**config.mk**
```make
export PLATFORM = sky130hd
export DESIGN_NAME = cla_pipe_acc
export DESIGN_NICKNAME = d
export VERILOG_FILES = /design/src/rtl/cla_pipe_acc.sv
export SDC_FILE = /design/constraint.sdc
export NUM_CORES = 1
export LEC_CHECK = 0
export CORE_MARGIN = 1
export CORE_UTILIZATION = 54
export DETAILED_ROUTE_END_ITERATION = 8
export PLACE_DENSITY = 0.81
export SLEW_MARGIN = 25
export SYNTH_ARGS = -nofsm -noshare
export SYNTH_HDL_FRONTEND = slang
export SYNTH_SLANG_ARGS = --single-unit
```
**constraint.sdc**
```tcl
create_clock -name clk -period 3.9 [get_ports clk]
set_input_delay 0.585 -clock clk [delete_from_list [all_inputs] [get_ports clk]]
set_output_delay 0.585 -clock clk [all_outputs]
set_load 0.02 [all_outputs]
```
**src/rtl/cla_pipe_acc.sv**
```systemverilog
// Pipelined carry-lookahead adder/accumulator: one 16-bit CLA slice per stage with the
// carry registered between stages, valid/ready backpressure and an internal accumulator.
module cla_pipe_acc #(
    parameter int WIDTH = 32
) (
    input  logic             clk,
    input  logic             rst,
    input  logic             in_valid,
    output logic             in_ready,
    input  logic [1:0]       mode,
    input  logic [WIDTH-1:0] a,
    input  logic [WIDTH-1:0] b,
    input  logic             cin,
    input  logic             acc_clr,
    output logic             out_valid,
    input  logic             out_ready,
    output logic [WIDTH-1:0] sum,
    output logic             cout,
    output logic             ovf
);

    localparam int NSLICE = WIDTH / 16;
    localparam int LAST   = NSLICE - 1;
    localparam int MSB    = WIDTH - 1;

    localparam logic [1:0] MODE_ADD = 2'b00;
    localparam logic [1:0] MODE_SUB = 2'b01;
    localparam logic [1:0] MODE_ACC = 2'b10;
    localparam logic [1:0] MODE_SAT = 2'b11;

    // Flattened lookahead: each carry is a sum of generate terms gated by the propagate chain.
    function automatic logic [16:0] cla16(input logic [15:0] x, input logic [15:0] y,
                                          input logic ci);
        logic [15:0] g;
        logic [15:0] p;
        logic [16:0] c;
        logic        term;
        logic        prod;
        g    = x & y;
        p    = x ^ y;
        c    = '0;
        c[0] = ci;
        for (int i = 0; i < 16; i++) begin
            term = 1'b0;
            prod = 1'b1;
            for (int j = i; j >= 0; j--) begin
                term = term | (prod & g[j]);
                prod = prod & p[j];
            end
            c[i+1] = term | (prod & ci);
        end
        return {c[16], p ^ c[15:0]};
    endfunction

    function automatic logic signed [WIDTH-1:0] sat_fn(input logic neg);
        return neg ? {1'b1, {(WIDTH-1){1'b0}}} : {1'b0, {(WIDTH-1){1'b1}}};
    endfunction

    logic             en;
    logic             accept;
    logic [WIDTH-1:0] acc;
    logic             acc_busy;

    logic [WIDTH-1:0] a_p    [NSLICE];
    logic [WIDTH-1:0] b_p    [NSLICE];
    logic [WIDTH-1:0] r_p    [NSLICE];
    logic [1:0]       mode_p [NSLICE];
    logic             clr_p  [NSLICE];
    logic             vld_p  [NSLICE];
    logic             c_p    [NSLICE];

    logic [WIDTH-1:0] st_a    [NSLICE];
    logic [WIDTH-1:0] st_b    [NSLICE];
    logic [WIDTH-1:0] st_r    [NSLICE];
    logic [WIDTH-1:0] nx_r    [NSLICE];
    logic [1:0]       st_mode [NSLICE];
    logic             st_clr  [NSLICE];
    logic             st_vld  [NSLICE];
    logic             st_c    [NSLICE];
    logic             nx_c    [NSLICE];

    logic [WIDTH-1:0] b_eff;
    logic             cin_eff;
    logic [WIDTH-1:0] raw;
    logic [WIDTH-1:0] sum_nx;
    logic             ovf_nx;

    assign out_valid = vld_p[LAST];
    assign cout      = c_p[LAST];
    assign en        = !out_valid || out_ready;
    assign in_ready  = en && !acc_busy;
    assign accept    = in_valid && in_ready;

    always_comb begin
        b_eff   = b;
        cin_eff = 1'b0;
        case (mode)
            MODE_ADD: cin_eff = cin;
            MODE_SUB: begin
                b_eff   = ~b;
                cin_eff = 1'b1;
            end
            MODE_ACC: b_eff = acc_clr ? '0 : acc;
            default:  cin_eff = 1'b0;
        endcase
    end

    // Stage k adds slice k; upper operand slices ride along, lower result slices are carried forward.
    always_comb begin
        logic [16:0] t;
        t = '0;
        for (int k = 0; k < NSLICE; k++) begin
            if (k == 0) begin
                st_a[k]    = a;
                st_b[k]    = b_eff;
                st_r[k]    = '0;
                st_c[k]    = cin_eff;
                st_vld[k]  = accept;
                st_mode[k] = mode;
                st_clr[k]  = acc_clr;
            end else begin
                st_a[k]    = a_p[k-1];
                st_b[k]    = b_p[k-1];
                st_r[k]    = r_p[k-1];
                st_c[k]    = c_p[k-1];
                st_vld[k]  = vld_p[k-1];
                st_mode[k] = mode_p[k-1];
                st_clr[k]  = clr_p[k-1];
            end
            t                   = cla16(st_a[k][16*k +: 16], st_b[k][16*k +: 16], st_c[k]);
            nx_c[k]             = t[16];
            nx_r[k]             = st_r[k];
            nx_r[k][16*k +: 16] = t[15:0];
        end
    end

    always_comb begin
        raw    = nx_r[LAST];
        ovf_nx = (st_a[LAST][MSB] == st_b[LAST][MSB]) && (raw[MSB] != st_a[LAST][MSB]);
        sum_nx = raw;
        if (st_mode[LAST] == MODE_SAT && ovf_nx)
            sum_nx = sat_fn(st_a[LAST][MSB]);
    end

    // Stage boundary: datapath registers, no reset needed
    always_ff @(posedge clk) begin
        if (en) begin
            for (int k = 0; k < NSLICE; k++) begin
                a_p[k]    <= st_a[k];
                b_p[k]    <= st_b[k];
                r_p[k]    <= nx_r[k];
                mode_p[k] <= st_mode[k];
                clr_p[k]  <= st_clr[k];
            end
        end
    end

    // Stage boundary: valids, carries, result and accumulator state
    always_ff @(posedge clk or posedge rst) begin
        if (rst) begin
            for (int k = 0; k < NSLICE; k++) begin
                vld_p[k] <= 1'b0;
                c_p[k]   <= 1'b0;
            end
            sum      <= '0;
            ovf      <= 1'b0;
            acc      <= '0;
            acc_busy <= 1'b0;
        end else begin
            if (en) begin
                for (int k = 0; k < NSLICE; k++) begin
                    vld_p[k] <= st_vld[k];
                    c_p[k]   <= nx_c[k];
                end
                if (st_vld[LAST]) begin
                    sum <= sum_nx;
                    ovf <= ovf_nx;
                    if (st_mode[LAST] == MODE_ACC)
                        acc <= sum_nx;
                    else if (st_clr[LAST])
                        acc <= '0;
                end
            end
            if (en && st_vld[LAST] && st_mode[LAST] == MODE_ACC)
                acc_busy <= 1'b0;
            else if (accept && mode == MODE_ACC)
                acc_busy <= 1'b1;
        end
    end

endmodule

```
==> key figures, run 1 <==
Outcome
  • Status: completed

Routing
  • First DRT Iteration DRCs: 534
  • ANT nets after route: 0
  • WL/cell: 19.4 um
  • DRT Wirelength: 17,800 um
  • Drt first pass iters: 5
  • DR vias: 5,563
  • Post-route DRC: 0
  • Via density: 6.06

Critical path
  • Required @ worst endpoint: 4070 ps
  • Setup Crit Path Kind: primary input to register
  • Crit path from: mode[0]
  • CP Max Fanout: 8
  • Critical Path End Type: register
  • Critical R2R Launch: a_p[0][18]
  • Critical path arrival: 3710 ps
  • CP Launch Type: primary input

STA
  • Slew margin rel.: 41.3%
  • Final setup violation count: 0
  • Slew Limit Fails: 0
  • Fmax: 282 MHz
  • RSZ-0062 raised after global routing: no
  • Worst-Margin Slew: 880 ps
  • Crit share post-route: 90.8%
  • TNS Setup: 0 ps
  • Clock skew: 7.34 ps
  • Hold Fails Final Rpt: 0
  • Min Tclk post-route: 3540 ps

Clock network
  • Root Buffer: clkbuf_16
  • Worst-path clk slew: 50 ps
  • Clock Path Buffers: 2
  • CTS Hold Bufs: 0
  • CTS Buf Count: 17
  • Post_cts resized: 0
  • Clock latency on the worst-skew pair: 420 ps
  • Number of clock sinks: 121
  • CTS tree: yes
  • Clock H-tree levels: 4
  • Postcts setup bufs: 0

Cells and area
  • Non-filler cells, final: 918
  • Nets: 867
  • Layout cells sized above 1: 9.47%
  • Fin area: 0.00843 sq mm
  • Diode count: 0
  • Synth-to-Final Area Change: 26.5%

Die
  • Core area: 0.0120 sq mm
  • Starting Density: 55.5%
  • I/O pin cnt: 108
  • Die H: 113 um
  • DIE WIDTH: 113 um
  • Cell Rows: 40
  • Die ar.: 0.0128 sq mm

Synthesis
  • Top post-synthesis cells by area: dfrtp_1, edfxtp_1, ha_1
  • Prevailing post-synth register cell: dfrtp_1
  • Number of synthesized register bits: 121
  • Syn. warnings: 0
  • Count of cell types in the netlist: 57
  • Synthesized Nets: 757
  • Largest area contributor in the netlist: dfrtp_1
  • Avg Inst Size Synth: 10.3 sq um
  • Yosys top cell area share: 26.3%
  • Cell Area, Synth: 0.00666 sq mm
  • Post-synthesis instance total: 648
  • EDFF count, synth: 51
  • Asr flop ratio synth: 57.9%
  • Seq/Total Area, Yosys: 49.3%

GRT
  • Total gr overflow: 0
  • Via count of the first global-routing pass: 5,559
  • First-pass GRT wire length: 28,300 um
  • Largest net degree at the start of global routing: 50
  • Initial antenna violation count: 0
  • Gr usage total: 29.0%

Worst hold path
  • Hold Startpoint: sum[15]
  • Hold crit path type: register to register

Flow run
  • Max-Cap Viols: 0

Placement
  • DP HPWL: 12,100 um
  • Input/output buffers: 107
  • DP Area: 0.00792 sq mm
  • Placed Cells: 886
  • Placer Congestion: 0.941

Power
  • Leakage: 3.53 nW
  • Total power: 0.00585 W
  • PD cells: 694 mW/mm^2
  • Peak VDD IR: 377 uV
-- sequential cells by signal, indices dropped and copies added (netlist names) --
register,flops
cout,1
st_vld,1
sum,32
a_p,16
clr_p,1
out_valid,1
r_p,16
b_p,16
acc,32
c_p,1
acc_busy,1
ovf,1
mode_p,2
-- final timing paths --
kind,to,cells past startpoint,slack [ps]
max,r_p[0][15],15,360
min,sum[15],2,480
max reg2reg,sum[13],8,1030
min reg2reg,sum[15],2,480
max in group asynchronous,sum[21],3,2550
min in group asynchronous,acc[30],2,650
-- cell usage after synthesis, types with 14 or more instances --
library cell and count:
nor2_1 46, ha_1 35, o21ai_1 52, o21ai_0 20
dfrtp_1 70, nor2b_1 38, nand2_1 48, clkbuf_1 31
edfxtp_1 51, xnor2_1 17, a21boi_1 14, a21oi_1 85
a22o_1 31
-- area by class of cell --
class | instances | area (sq um)
Clock buffer | 28 | 497
Clock inverter | 4 | 20.0
Fill cell | 865 | 3580
Inverter | 8 | 31.3
Multi-Input combinational cell | 483 | 3200
Sequential cell | 121 | 3280
Tap cell | 147 | 184
Timing Repair Buffer | 127 | 1220
-- cell families after synthesis --
logic type	share of synthesized area, %
simple gates	11.4
flops	49.3
buf+inv	2.93
compound gates	25.4
xor+xnor	3.81
fa+ha+maj	7.17
-- layer usage --
| metal | part of all wire, % | wire length (um) | vias up | GRT usage [%] |
|---|---|---|---|---|
| met5 | 0 | 0 | - | 0 |
| met4 | 2.8 | 500 | 0 | 13.1 |
| met3 | 6.4 | 1130 | 44 | 4.82 |
| met2 | 48 | 8610 | 254 | 48.5 |
| met1 | 42 | 7540 | 2686 | 37.1 |
| li1 | - | - | 2579 | - |
-- layout by cell type (no fill, tap or decap), drive strengths merged, types with 3 or more instances in the layout --
| cell | netlist | layout |
|---|---|---|
| xor2 | 12 | 12 |
| buf | 5 | 20 |
| a21o | 12 | 12 |
| clkbuf | 31 | 28 |
| edfxtp | 51 | 51 |
| o21a | 4 | 4 |
| xnor2 | 17 | 17 |
| and3 | 3 | 3 |
| dfrtp | 70 | 70 |
| inv | 8 | 7 |
| ha | 35 | 35 |
| nor2 | 46 | 46 |
| nand2 | 49 | 49 |
| o21ai | 72 | 72 |
| nor3 | 3 | 3 |
| a22o | 31 | 31 |
| a31oi | 10 | 10 |
| nor2b | 38 | 38 |
| a21boi | 28 | 28 |
| a21oi | 88 | 88 |
| clkdlybuf4s50 | 0 | 107 |
| clkinv | 0 | 5 |
| o211ai | 3 | 3 |
| nand3 | 6 | 6 |
| or2 | 3 | 3 |
-- worst max-delay path, stage by stage --
cell and delay [ps]:
clkdlybuf4s50_1 530, inv_1 90, ha_1 230, nor2b_2 200
buf_4 180, a21oi_1 150, a21oi_1 90, ha_1 360
nand2_1 100, nor3b_1 270, nand3_1 110, a31oi_1 430
nand4_1 190, nand2_1 120, xor2_1 60
-- stage by stage --
stage | util, % | hold slack (ps) | setup WS [ps]
after floorplan | - | 450 | 534
after global placement | 65.9 | 463 | 132
after detailed placement | 65.9 | 476 | -13.9
after CTS | 70.2 | 488 | 389
after global routing | 70.2 | 505 | 134
final | 70.2 | 484 | 357
-- where the power goes --
| part | leakage (nW) | internal (W) | switching [W] |
|---|---|---|---|
| clock network | 0.256 | 0.000857 | 0.000543 |
| registers | 1.44 | 0.00183 | 0.000305 |
| logic | 1.84 | 0.000998 | 0.00132 |
| total | 3.53 | 0.00368 | 0.00217 |
Power figures use the tool's default switching activity.
==> inputs of run 2 (changes only) <==
SETUP_SLACK_MARGIN = 0.02   (was default)
==> results of run 2 <==
Final layout, timing and power as in run 1 (identical DEF).
